### src/rtl/interval_timer_arbiter_pkg.sv
// Shared encodings for the interval timer arbiter.
// Holds FSM states, owner codes and the round-robin pick helper.
package interval_timer_arbiter_pkg;

    typedef enum logic [1:0] {
        IDLE  = 2'b00,
        COUNT = 2'b01,
        DONE  = 2'b10
    } state_t;

    localparam logic OWN_A = 1'b0;
    localparam logic OWN_B = 1'b1;

    // On a tie the requester that did not own the last grant wins.
    function automatic logic rr_pick(
        input logic req_a,
        input logic req_b,
        input logic last_owner
    );
        logic pick;
        if (req_a && req_b) begin
            pick = ~last_owner;
        end else if (req_b) begin
            pick = OWN_B;
        end else begin
            pick = OWN_A;
        end
        return pick;
    endfunction

endpackage

### src/rtl/interval_timer_arbiter_counter_en_clr.sv
// W-bit up-counter with synchronous clear over enable.
// Asynchronous active-low reset returns it to zero.
module counter_en_clr #(
    parameter int W = 3
) (
    input  logic         clock,
    input  logic         reset_,
    input  logic         en,
    input  logic         clr,
    output logic [W-1:0] value
);

    logic [W-1:0] r_value;

    always_ff @(posedge clock or negedge reset_) begin
        if (!reset_) begin
            r_value <= '0;
        end else if (clr) begin
            r_value <= '0;
        end else if (en) begin
            r_value <= r_value + 1'b1;
        end
    end

    assign value = r_value;

endmodule

### src/rtl/interval_timer_arbiter.sv
// Round-robin sequencer sharing one interval counter between A and B.
// Four-phase req/ack per client; ack rises once the count reaches N.
module interval_timer_arbiter
    import interval_timer_arbiter_pkg::*;
#(
    parameter int W = 3
) (
    input  logic         clock,
    input  logic         reset_,
    input  logic         req_a,
    input  logic [W-1:0] n_a,
    output logic         ack_a,
    input  logic         req_b,
    input  logic [W-1:0] n_b,
    output logic         ack_b,
    output logic         busy,
    output logic         owner,
    output logic [W-1:0] count
);

    state_t       r_state;
    state_t       w_next;
    logic         r_owner;
    logic [W-1:0] r_n;
    logic         r_ack_a;
    logic         r_ack_b;

    logic         w_req_gnt;
    logic         w_pick;
    logic         w_grant;
    logic         w_clr;
    logic         w_en;
    logic         w_set_ack;
    logic         w_drop_ack;
    logic [W-1:0] w_count;

    counter_en_clr #(.W(W)) u_cnt (
        .clock  (clock),
        .reset_ (reset_),
        .en     (w_en),
        .clr    (w_clr),
        .value  (w_count)
    );

    assign w_req_gnt = (r_owner == OWN_B) ? req_b : req_a;
    assign w_pick    = rr_pick(req_a, req_b, r_owner);

    always_comb begin
        w_next     = r_state;
        w_grant    = 1'b0;
        w_clr      = 1'b0;
        w_en       = 1'b0;
        w_set_ack  = 1'b0;
        w_drop_ack = 1'b0;
        case (r_state)
            IDLE: begin
                if (req_a || req_b) begin
                    w_next  = COUNT;
                    w_grant = 1'b1;
                    w_clr   = 1'b1;
                end
            end
            COUNT: begin
                // Owner withdrew mid-count: abandon without acking.
                if (!w_req_gnt) begin
                    w_next = IDLE;
                    w_clr  = 1'b1;
                end else if (w_count == r_n) begin
                    w_next    = DONE;
                    w_set_ack = 1'b1;
                end else begin
                    w_en = 1'b1;
                end
            end
            DONE: begin
                if (!w_req_gnt) begin
                    w_next     = IDLE;
                    w_clr      = 1'b1;
                    w_drop_ack = 1'b1;
                end
            end
            default: begin
                w_next = IDLE;
                w_clr  = 1'b1;
            end
        endcase
    end

    always_ff @(posedge clock or negedge reset_) begin
        if (!reset_) begin
            r_state <= IDLE;
            r_owner <= OWN_B;
            r_n     <= '0;
            r_ack_a <= 1'b0;
            r_ack_b <= 1'b0;
        end else begin
            r_state <= w_next;
            if (w_grant) begin
                r_owner <= w_pick;
                r_n     <= (w_pick == OWN_B) ? n_b : n_a;
            end
            if (w_set_ack) begin
                r_ack_a <= (r_owner == OWN_A);
                r_ack_b <= (r_owner == OWN_B);
            end else if (w_drop_ack) begin
                r_ack_a <= 1'b0;
                r_ack_b <= 1'b0;
            end
        end
    end

    assign ack_a = r_ack_a;
    assign ack_b = r_ack_b;
    assign busy  = (r_state != IDLE);
    assign owner = r_owner;
    assign count = w_count;

endmodule

### config.mk
export PLATFORM = sky130hd
export DESIGN_NAME = interval_timer_arbiter
export DESIGN_NICKNAME = d
export VERILOG_FILES = /design/src/rtl/interval_timer_arbiter_pkg.sv /design/src/rtl/interval_timer_arbiter_counter_en_clr.sv /design/src/rtl/interval_timer_arbiter.sv
export SDC_FILE = /design/constraint.sdc
export NUM_CORES = 1
export LEC_CHECK = 0
export ABC_AREA = 1
export CAP_MARGIN = 20
export CORE_UTILIZATION = 51
export CTS_CLUSTER_SIZE = 40
export DETAILED_ROUTE_END_ITERATION = 12
export MAX_ROUTING_LAYER = met4
export PLACE_DENSITY = 0.79
export SLEW_MARGIN = 20
export SYNTH_ARGS = -nofsm -noshare
export SYNTH_HDL_FRONTEND = slang
export SYNTH_SLANG_ARGS = --single-unit
export TNS_END_PERCENT = 10
### constraint.sdc
create_clock -name clock -period 3.6 [get_ports clock]
set_input_delay 0.72 -clock clock [delete_from_list [all_inputs] [get_ports clock]]
set_output_delay 0.72 -clock clock [all_outputs]
set_load 0.1 [all_outputs]
* After elaboration in Yosys (flattened, before gate mapping) *
Index checks and enable logic that the tools add are counted.

cells by class
  add/sub/neg operators = 1
  equal/unequal tests = 6
  mux-type cells = 25
  bitwise logic cells = 1
  reduce and logical (&&, ||, !) cells = 8

operators with widths
  operator                                        number
  2-to-1 mux 1 bit                                16
  2-to-1 mux 3 bit                                3
  2-to-1 mux 2 bit                                4
  case mux 2 bit (3 select lines)                 1
  nonzero test 2 bit                              3
  != test 2 bit (second input constant)           2
  adder 3 x 1 -> 3 bit (second input constant)    1
  == test 3 bit                                   1
  != test 3 bit (second input constant)           1
  AND reduction 3 bit                             1
  == test 2 x 1 -> 1 bit (second input constant)  1
  == test 2 bit (second input constant)           1
  logical NOT 2 bit                               1
  case mux 1 bit (2 select lines)                 1
  OR reduction 2 bit                              1
  logical AND 1 bit                               1
  logical OR 1 bit                                1
  inverter 1 bit                                  1

word-level totals
  register bits = 11
  bits of input ports = 10
  word-level logic and storage cells = 47

* Logic depth before layout (Yosys ltp) *
Gate-level depths: netlist (run 1).

  depth in word-level cells = 6
  mapped depth = 9
  mapped depth without buffers = 9

* Modules after synthesis *
Synthesis (run 1) repeated with hierarchy kept, for this count alone.

second synthesis, totals
  cells, all modules = 97
  area total of the unflattened synthesis = 718.2 µm²

by module, submodules not included
  module                  instances  cells an instance  area an instance (µm²)  sequential area each (µm²)
  interval_timer_arbiter  1          80                 575.6                   201.4
  counter_en_clr          1          17                 142.6                   75.1

* Least setup slack after synthesis (run 1) *
Ideal clock, no wire load.

  kind = register to output
  from = register r_state[0]
  to = output busy
  arrival time = 1.276 ns
  required time = 2.880 ns
  path slack = 1.604 ns
  cell stages (with the launch flop) = 4
  path through = dfrtp_1 inv_1 ha_1 inv_1

on the way
  word-level cells in the longest chain between the ends = 1

RTL lines
  element                 RTL line                       text
  start, declared         interval_timer_arbiter.sv:21   state_t r_state;
  start signal, assigned  interval_timer_arbiter.sv:97   r_state <= w_next;
  nonzero test 2 bit      interval_timer_arbiter.sv:114  assign busy = (r_state != IDLE);
  end, declared           interval_timer_arbiter.sv:16   output logic busy,

Every way passes these cells.

* Final worst setup path (run 1) *
  from = register u_cnt.r_value[1], in the netlist u_cnt.value[1]
  to = output count[1]

RTL lines
  element                 RTL line                                     text
  start, declared         interval_timer_arbiter_counter_en_clr.sv:13  logic [W-1:0] r_value;
  start signal, assigned  interval_timer_arbiter_counter_en_clr.sv:21  r_value <= r_value + 1'b1;
  end, declared           interval_timer_arbiter.sv:18                 output logic [W-1:0] count

No word-level cell between the ends.

==> results.yml, run 1 <==
status:
  status: "complete, no violations"
layout:
  drive_gt1_share_pct: 15.8
  multiInputGateArea_sq_um: 394
  finalInstanceArea_sq_um: 937
  seq_area_sq_um: 277
  area_delta_synth_final_pct: 27.2
  nFillCells: 112
  nNetsFinal: 130
  diodes: 0
yosys:
  synth.area.mux_share_pct: 0
  synth_enable_flop_cells: 0
  yosys.area.top_type_share_pct: 34.0
  avgSynthCellArea_sq_um: 7.84
  synth_fp_nets: 109
  yosysSeqAreaShare_pct: 37.5
  synthSimpleGateAreaFrac_pct: 32.6
  yosysMostFrequentCell: "nand2_1"
  yosys_warnings: 0
  synth_area_leaders: "dfrtp_1 (34%), nand2_1 (11%), ha_1 (8.5%)"
  ys_types: 21
  synth.top_cells.by_count: "nand2_1 (22), inv_1 (16), dfrtp_1 (10), nand3_1 (8)"
  synthArstFlopShare_pct: 100
  synth_ff_type: "dfrtp_1"
  synth_compound_area_share_pct: 10.0
  synth_area_sq_um: 737
  synth_top_family_by_area: "simple AND/OR/NAND/NOR gates"
  yosysTopAreaCell: "dfrtp_1"
  netlist_instances: 94
  ys_seq_elements: 11
  synth-xor-area-share_pct: 2.38
  synthAdderAreaFrac_pct: 8.49
detailed_routing:
  antenna_left: 0
  drt_iter0_markers: 6
  wire_per_inst_microns: 11.6
  post_drt_via_cell_ratio: 5.02
  vias: 648
  wl_mm: 1.50
  drc: 0
  firstDrtPassIters: 3
worst_setup_path:
  ff2ff_setup_slack_ps: 2140
  cp_top_family: "buffers and inverters"
  cp.depth: 1
  critPathLaunchType: "flip-flop"
  rr_endpoint: "r_state[0]"
  cpPeakStageDelay_ps: 1170
  endpoint_kind: "output port"
  rr_startpoint: "r_state[1]"
  crit_chain: "clkdlybuf4s50_1"
  worst-path-max-fanout: 6
  cp_slowest_cell: "clkdlybuf4s50_1"
  critPathKind: "flip-flop to output port"
  path_buf_inv: 1
  crit_required_ps: 2880
  r2r_cells: 7
  arrival_ps: 1880
  crit_path_end: "count[1]"
  crit_start: "u_cnt.value[1]"
sta:
  finalCritPeriodShare_pct: 72.3
  finClkSkew_ps: 6.26
  tightest_slew_ps: 963
  slew_violations: 0
  holdWs_ps: 522
  setup_viol: 0
  min_period_ps: 2600
  max_freq_mhz: 384
  maxSlewHeadroom_pct: 35.6
  setup_tns_ps: 0
  hold_viol: 0
  rsz0062_at_grt: "false"
floorplan:
  fp.dieH_microns: 40.0
  ios: 17
  start_util_pct: 55.9
  core_area_sq_mm: 0.00132
  die_w_microns: 40.0
  dieArea_sq_mm: 0.00160
  rows: 13
power:
  p_leak_nw: 0.483
  power_density_mw_per_mm2: 964
  clockPowerShare_pct: 10.1
  switching_share_pct: 57.6
  p_int_w: 0.000383
  ir_drop_uv: 798
  power_w: 0.000903
  power.net_switching_w: 0.000520
  pwr-share-seq_pct: 24.3
  p_comb_share_pct: 65.6
placed_design:
  placed_area_sq_um: 911
  port_buffers: 16
  hpwl_mm: 1.23
  gp_congestion: 0.736
grt:
  grt_pass1_vias: 528
  antenna_found_initial: 0
  grt_start_max_net_pins: 12
  overflow: 0
  track_usage_pct: 23.4
  grt_pass1_wl_mm: 2.25
clocking:
  cts_tree: "done"
  clk_pin_slew_ps: 80
  clockBufferDepth: 2
  postCtsHoldBufs: 0
  cts_setup_buffers: 0
  ctsHtreeMaxLevel: 1
  clockRootBuffer: "clkbuf_4"
  numCtsBuffers: 3
  clkLatencyLatePin_ps: 280
  cts_resized: 0
  cts.sinks: 11
run:
  drv_cap: 0
min_path:
  holdCritPathClass: "flip-flop to flip-flop"
power by group through the flow:
stage          combinational (W)  sequential [W]   clock, W
6_report                0.000593        0.000219  0.0000908
5_1_grt                 0.000646        0.000228  0.0000947
4_1_cts                 0.000596        0.000219  0.0000896
3_5_place_dp            0.000595        0.000222          0
3_3_place_gp            0.000580        0.000220          0
2_1_floorplan           0.000348        0.000339          0
cell usage in the layout, fill, tap and decap left out:
| cell type | count |
|---|---|
| a21oi_4 | 1 |
| inv_4 | 1 |
| dfrtp_1 | 10 |
| nand3_1 | 8 |
| inv_1 | 16 |
| a21oi_1 | 1 |
| clkdlybuf4s50_1 | 14 |
| nand2_2 | 3 |
| o21ai_2 | 1 |
| nand4_1 | 3 |
| xor2_1 | 1 |
| nor3_1 | 1 |
| o21ai_0 | 5 |
| nor2_1 | 5 |
| o22ai_1 | 3 |
| clkbuf_4 | 3 |
| nor2_2 | 2 |
| dfstp_2 | 1 |
| nand3_2 | 1 |
| xnor2_1 | 1 |
| clkbuf_1 | 1 |
| nand2_4 | 3 |
| buf_4 | 2 |
| nand2_1 | 22 |
| ha_1 | 5 |
how the worst min path moves through the flow:
stage,cells after the start,to,start,slack (ps)
3_3_place_gp,2,ack_a,ack_a,480
5_1_grt,2,ack_a,ack_a,560
3_5_place_dp,2,ack_a,ack_a,510
4_1_cts,2,ack_a,ack_a,530
2_1_floorplan,0,ack_a,reset_,420
6_report,2,ack_a,ack_a,520
final cells by class:
class | instances | share of cell area (%)
Clock buffer | 4 | 2.80
Tap cell | 15 | 2.00
Timing Repair Buffer | 16 | 16.6
Inverter | 17 | 7.08
Sequential cell | 11 | 29.5
Multi-Input combinational cell | 66 | 42.1
sequential cells by signal (all words and copies together) (netlist names):
| name | count |
|---|---|
| ack_a | 1 |
| ack_b | 1 |
| u_cnt.value | 3 |
| owner | 1 |
| r_state | 2 |
| r_n | 3 |
stage by stage:
stage / util [%] / setup WS, ps / cells
floorplan: - / 1600 / 94
CTS: 71.1 / 1000 / 129
global placement: 69.1 / 1320 / 125
finish: 71.1 / 998 / 129
detailed placement: 69.1 / 1300 / 125
global route: 71.1 / 934 / 129
metal layers:
metal  wire length [microns]  vias to the layer above  GRT usage, %  part of all wire [%]
li1                        -                      342             -                     -
met1                     725                      286          27.3                    48
met5                       0                        -             -                     0
met4                      35                        0          12.9                   2.3
met2                     698                       15          37.1                    47
met3                      42                        5          5.00                   2.8
cells by family after synthesis:
kind of cell,count (synthesis)
adder cells (fa/ha/maj),5
XOR/XNOR,2
flip-flops,11
buffers and inverters,17
AO/OA/AOI/OAI,11
AND/OR/NAND/NOR,48
(Power assumes the default switching activity.)
==> run 2: changes to the inputs <==
Settings changed: CORE_UTILIZATION 51 to 43, PLACE_DENSITY 0.79 to 0.71.
Clock period 3.6 ns to 2.25 ns, I/O delays scaled along.
==> run 2 against run 1 <==
Effect of this change: the flow now finishes with violations (DRC); sequential power is 61% higher; worst setup slack worse by 540 ps; cell area is 0.13% higher; critical endpoint is now busy.
==> results.yml, run 2 (synthesized netlist as in run 1, its figures left out) <==
detailed_routing:
  antenna_left: 0
  firstDrtPassIters: 8
  vias: 654
  drc: 2
  drt_iter0_markers: 13
  wire_per_inst_microns: 11.6
  post_drt_via_cell_ratio: 5.03
  wl_mm: 1.51
layout:
  area_delta_synth_final_pct: 27.3
  seq_area_sq_um: 277
  multiInputGateArea_sq_um: 394
  final_core_util_pct: 60.2
  final_common_cell: "nand2_1"
  final_cell_mix: "nand2_1 (22), inv_1 (16), dfrtp_1 (10)"
  nFillCells: 142
  drive_gt1_share_pct: 20.2
  diodes: 0
  nNetsFinal: 130
  stdcell_count: 130
power:
  pwr-share-seq_pct: 24.1
  ir_drop_uv: 1020
  switching_share_pct: 56.4
  clockPowerShare_pct: 9.4
  p_int_w: 0.000638
  power.net_switching_w: 0.000824
  p_leak_nw: 0.497
  power_density_mw_per_mm2: 1560
  p_comb_share_pct: 66.5
floorplan:
  fp.dieH_microns: 43.4
  rows: 14
  start_util_pct: 47.3
  ios: 17
  die_w_microns: 43.4
  core_area_sq_mm: 0.00156
  dieArea_sq_mm: 0.00188
sta:
  hold_viol: 0
  finClkSkew_ps: 1.19
  tightest_slew_ps: 529
  max_freq_mhz: 559
  slew_violations: 0
  maxSlewHeadroom_pct: 64.6
  setup_tns_ps: 0
  rsz0062_at_grt: "false"
  min_period_ps: 1790
  finalCritPeriodShare_pct: 79.5
  holdWs_ps: 510
  setup_viol: 0
worst_setup_path:
  rr_startpoint: "r_state[0]"
  endpoint_kind: "output port"
  crit_required_ps: 1800
  arrival_ps: 1340
  ff2ff_setup_slack_ps: 760
  critPathKind: "flip-flop to output port"
  rr_endpoint: "r_state[1]"
  critPathLaunchType: "flip-flop"
  worst-path-max-fanout: 4
  r2r_cells: 7
clocking:
  postCtsHoldBufs: 0
  cts_setup_buffers: 0
  clockRootBuffer: "clkbuf_4"
  clkLatencyLatePin_ps: 260
  clockBufferDepth: 2
  cts.sinks: 11
  clk_pin_slew_ps: 70
  numCtsBuffers: 3
  cts_tree: "done"
  ctsHtreeMaxLevel: 1
  cts_resized: 0
min_path:
  hold_path_depth: 2
  hold_end: "ack_a"
  holdCritStartpoint: "ack_a"
  holdCritPathClass: "flip-flop to flip-flop"
placed_design:
  dp_cells: 126
  gp_congestion: 0.835
  port_buffers: 16
  hpwl_mm: 1.21
grt:
  grt_pass1_wl_mm: 2.65
  overflow: 0
  grt_pass1_vias: 652
  grt_start_max_net_pins: 12
  antenna_found_initial: 0
  track_usage_pct: 19.5
status:
  status: "finished with violations"
  violations: "DRC"
run:
  drv_cap: 0
-- run 2: changes by cell type in the layout (fill, tap and decap cells not counted), sizes merged --
cell           previous run  this run
clkdlybuf4s50            14         9
buf                       2         7
-- run 2: how the worst max path moves through the flow --
stage	from	to	cells after the start
2_1_floorplan	r_state[0]	r_state[0]	8
4_1_cts	r_state[0]	busy	4
6_report	r_state[0]	busy	4
3_3_place_gp	req_b	r_state[1]	8
3_5_place_dp	req_b	r_n[0]	6
5_1_grt	r_state[0]	busy	4
-- run 2: per-layer routing --
| metal | wire [microns] | vias to the layer above | GRT usage, % |
|---|---|---|---|
| met4 | 11 | 0 | 8.13 |
| met5 | 0 | - | - |
| met3 | 48 | 2 | 5.00 |
| met1 | 748 | 304 | 24.1 |
| li1 | - | 338 | - |
| met2 | 703 | 10 | 30.3 |
-- run 2: metrics by stage --
step / instance area (sq um) / worst slack, ps / total power (W)
6_report: 938 / 462 / 0.00146
3_3_place_gp: 912 / 543 / 0.00131
5_1_grt: 938 / 393 / 0.00157
3_5_place_dp: 912 / 487 / 0.00133
2_1_floorplan: 737 / 363 / 0.00110
4_1_cts: 938 / 460 / 0.00147
-- run 2: power groups by stage --
stage	combinational (W)	clock [W]	sequential [W]
2_1_floorplan	0.000556	0	0.000543
3_5_place_dp	0.000971	0	0.000357
3_3_place_gp	0.000959	0	0.000356
6_report	0.000972	0.000137	0.000353
5_1_grt	0.00105	0.000151	0.000366
4_1_cts	0.000978	0.000139	0.000353
-- run 2: critical path: stages (launching register included) --
cell,delay (ps)
dfrtp_1,400
inv_1,80
ha_1,250
inv_1,150
buf_12,190
-- run 2: layout make-up --
class / count / share of cell area, %
clock buffers: 4 / 2.80
inverters: 17 / 7.07
multi-input cells: 66 / 42.0
flip-flops and latches: 11 / 29.5
well taps: 16 / 2.13
repair buffers: 16 / 16.5
==> run 3: changes to the inputs <==
Settings changed: CORE_UTILIZATION 43 to 48, PLACE_DENSITY 0.71 to 0.75.
Clock period 2.25 ns to 1.8 ns, I/O delays scaled along.
==> run 3 against run 2 <==
Effect of this change: the run now ends clean; first-iteration DRC count rose by 31%; worst setup slack got worse by 380 ps; cell area rose by 9.1%; total power rose by 34%; wire length fell by 1.2%; sequential power rose by 32%; die area fell by 9.9%; via count fell by 1.4%; largest cell class unchanged; highest routed layer unchanged.
==> results.yml, run 3 (synthesized netlist as in run 1, its figures left out) <==
sta:
  min_period_ps: 1720
  hold_viol: 0
  setup_tns_ps: 0
  max_freq_mhz: 581
  tightest_slew_ps: 517
  rsz0062_at_grt: "false"
  maxSlewHeadroom_pct: 65.5
  slew_violations: 0
  setup_viol: 0
  finalCritPeriodShare_pct: 95.7
  finClkSkew_ps: 4.54
layout:
  drive_gt1_share_pct: 22.8
  seq_area_sq_um: 277
  area_delta_synth_final_pct: 38.9
  nNetsFinal: 130
  final_cell_mix: "nand2_1 (22), inv_1 (15), dfrtp_1 (10)"
  nFillCells: 107
  multiInputGateArea_sq_um: 402
  final_common_cell: "nand2_1"
  diodes: 0
  stdcell_count: 129
status:
  status: "complete, no violations"
grt:
  grt_pass1_vias: 598
  grt_pass1_wl_mm: 2.36
  overflow: 0
  grt_start_max_net_pins: 12
  antenna_found_initial: 0
  track_usage_pct: 22.1
floorplan:
  fp.dieH_microns: 41.2
  die_w_microns: 41.2
  start_util_pct: 53.9
  rows: 13
  ios: 17
  dieArea_sq_mm: 0.00170
  core_area_sq_mm: 0.00137
clocking:
  clkLatencyLatePin_ps: 270
  ctsHtreeMaxLevel: 1
  numCtsBuffers: 3
  clockRootBuffer: "clkbuf_4"
  cts.sinks: 11
  clk_pin_slew_ps: 70
  clockBufferDepth: 2
  cts_tree: "done"
power:
  p_leak_nw: 0.511
  ir_drop_uv: 1530
  power_density_mw_per_mm2: 1910
worst_setup_path:
  worst-path-max-fanout: 4
  rr_startpoint: "r_state[0]"
  critPathLaunchType: "flip-flop"
  critPathKind: "flip-flop to output port"
  crit_chain: "inv_1 > ha_2 > clkinvlp_4 > buf_12"
  crit_start: "r_state[0]"
  endpoint_kind: "output port"
  cp_top_family: "flip-flops"
  cpPeakStageDelay_ps: 430
  path_buf_inv: 3
  crit_required_ps: 1440
  cp_slowest_cell: "dfrtp_1"
  arrival_ps: 1360
placed_design:
  hpwl_mm: 1.24
  port_buffers: 16
  gp_congestion: 0.788
  dp_cells: 125
run:
  drv_cap: 0
detailed_routing:
  wire_per_inst_microns: 11.6
  drt_iter0_markers: 17
  vias: 645
  drc: 0
  antenna_left: 0
  wl_mm: 1.49
  post_drt_via_cell_ratio: 5.00
  firstDrtPassIters: 4
min_path:
  holdCritPathClass: "primary input to async pin"
==> run 3: worst register-to-register path, cell delays in order (launching register included) <==
cell and delay (ps):
dfrtp_1 430, inv_1 100, ha_2 230, clkinvlp_4 140
nor3_2 190, a21oi_4 60, nand3_1 90, nand2_1 60
==> run 3: path summary, 6_finish.rpt <==
| check | end | slack [ps] | cells after the start |
|---|---|---|---|
| setup reg to reg | r_state[1] | 390 | 7 |
| max in group asynchronous | owner | 1010 | 1 |
| hold reg to reg | owner | 550 | 2 |
| min in group clock | owner | 550 | 2 |
| hold / removal | r_state[0] | 430 | 1 |
| setup / recovery | busy | 80 | 4 |
==> run 3: through the flow <==
step	power, W	worst slack (ps)	cell area, sq um	utilization, %	hold slack, ps
2_1_floorplan	0.00139	15.7	746	-	64.4
3_3_place_gp	0.00175	155	995	72.8	518
3_5_place_dp	0.00179	93.0	995	72.8	547
4_1_cts	0.00196	7.62	1020	74.7	447
5_1_grt	0.00209	22.7	1020	74.9	457
6_report	0.00196	77.7	1020	74.9	431
==> run 3: timing repair <==
action / CTS / global route
resized for setup: 0 / 1
endpoints found under the setup margin: 0 / 1
buffers inserted: 0 / 0
hold buffers: 0 / 0
==> run 3: power by group <==
part | switching (W) | internal [W] | total (W)
Sequential | 0.000116 | 0.000351 | 0.000467
Combinational | 0.000861 | 0.000459 | 0.00132
Clock | 0.0000834 | 0.0000858 | 0.000169
==> run 3: final cells by class <==
type	instances	area share (%)
Inverter	17	6.85
Multi-Input combinational cell	66	39.2
Tap cell	15	1.83
Clock buffer	4	2.57
Sequential cell	11	27.0
Timing Repair Buffer	16	22.5
==> run 3: routing by layer <==
layer / wire [microns] / vias up / track usage [%]
met1: 723 / 277 / 26.3
met2: 690 / 21 / 35.5
met4: 21 / 0 / 9.68
met3: 58 / 6 / 4.89
met5: 0 / - / -
li1: - / 341 / -
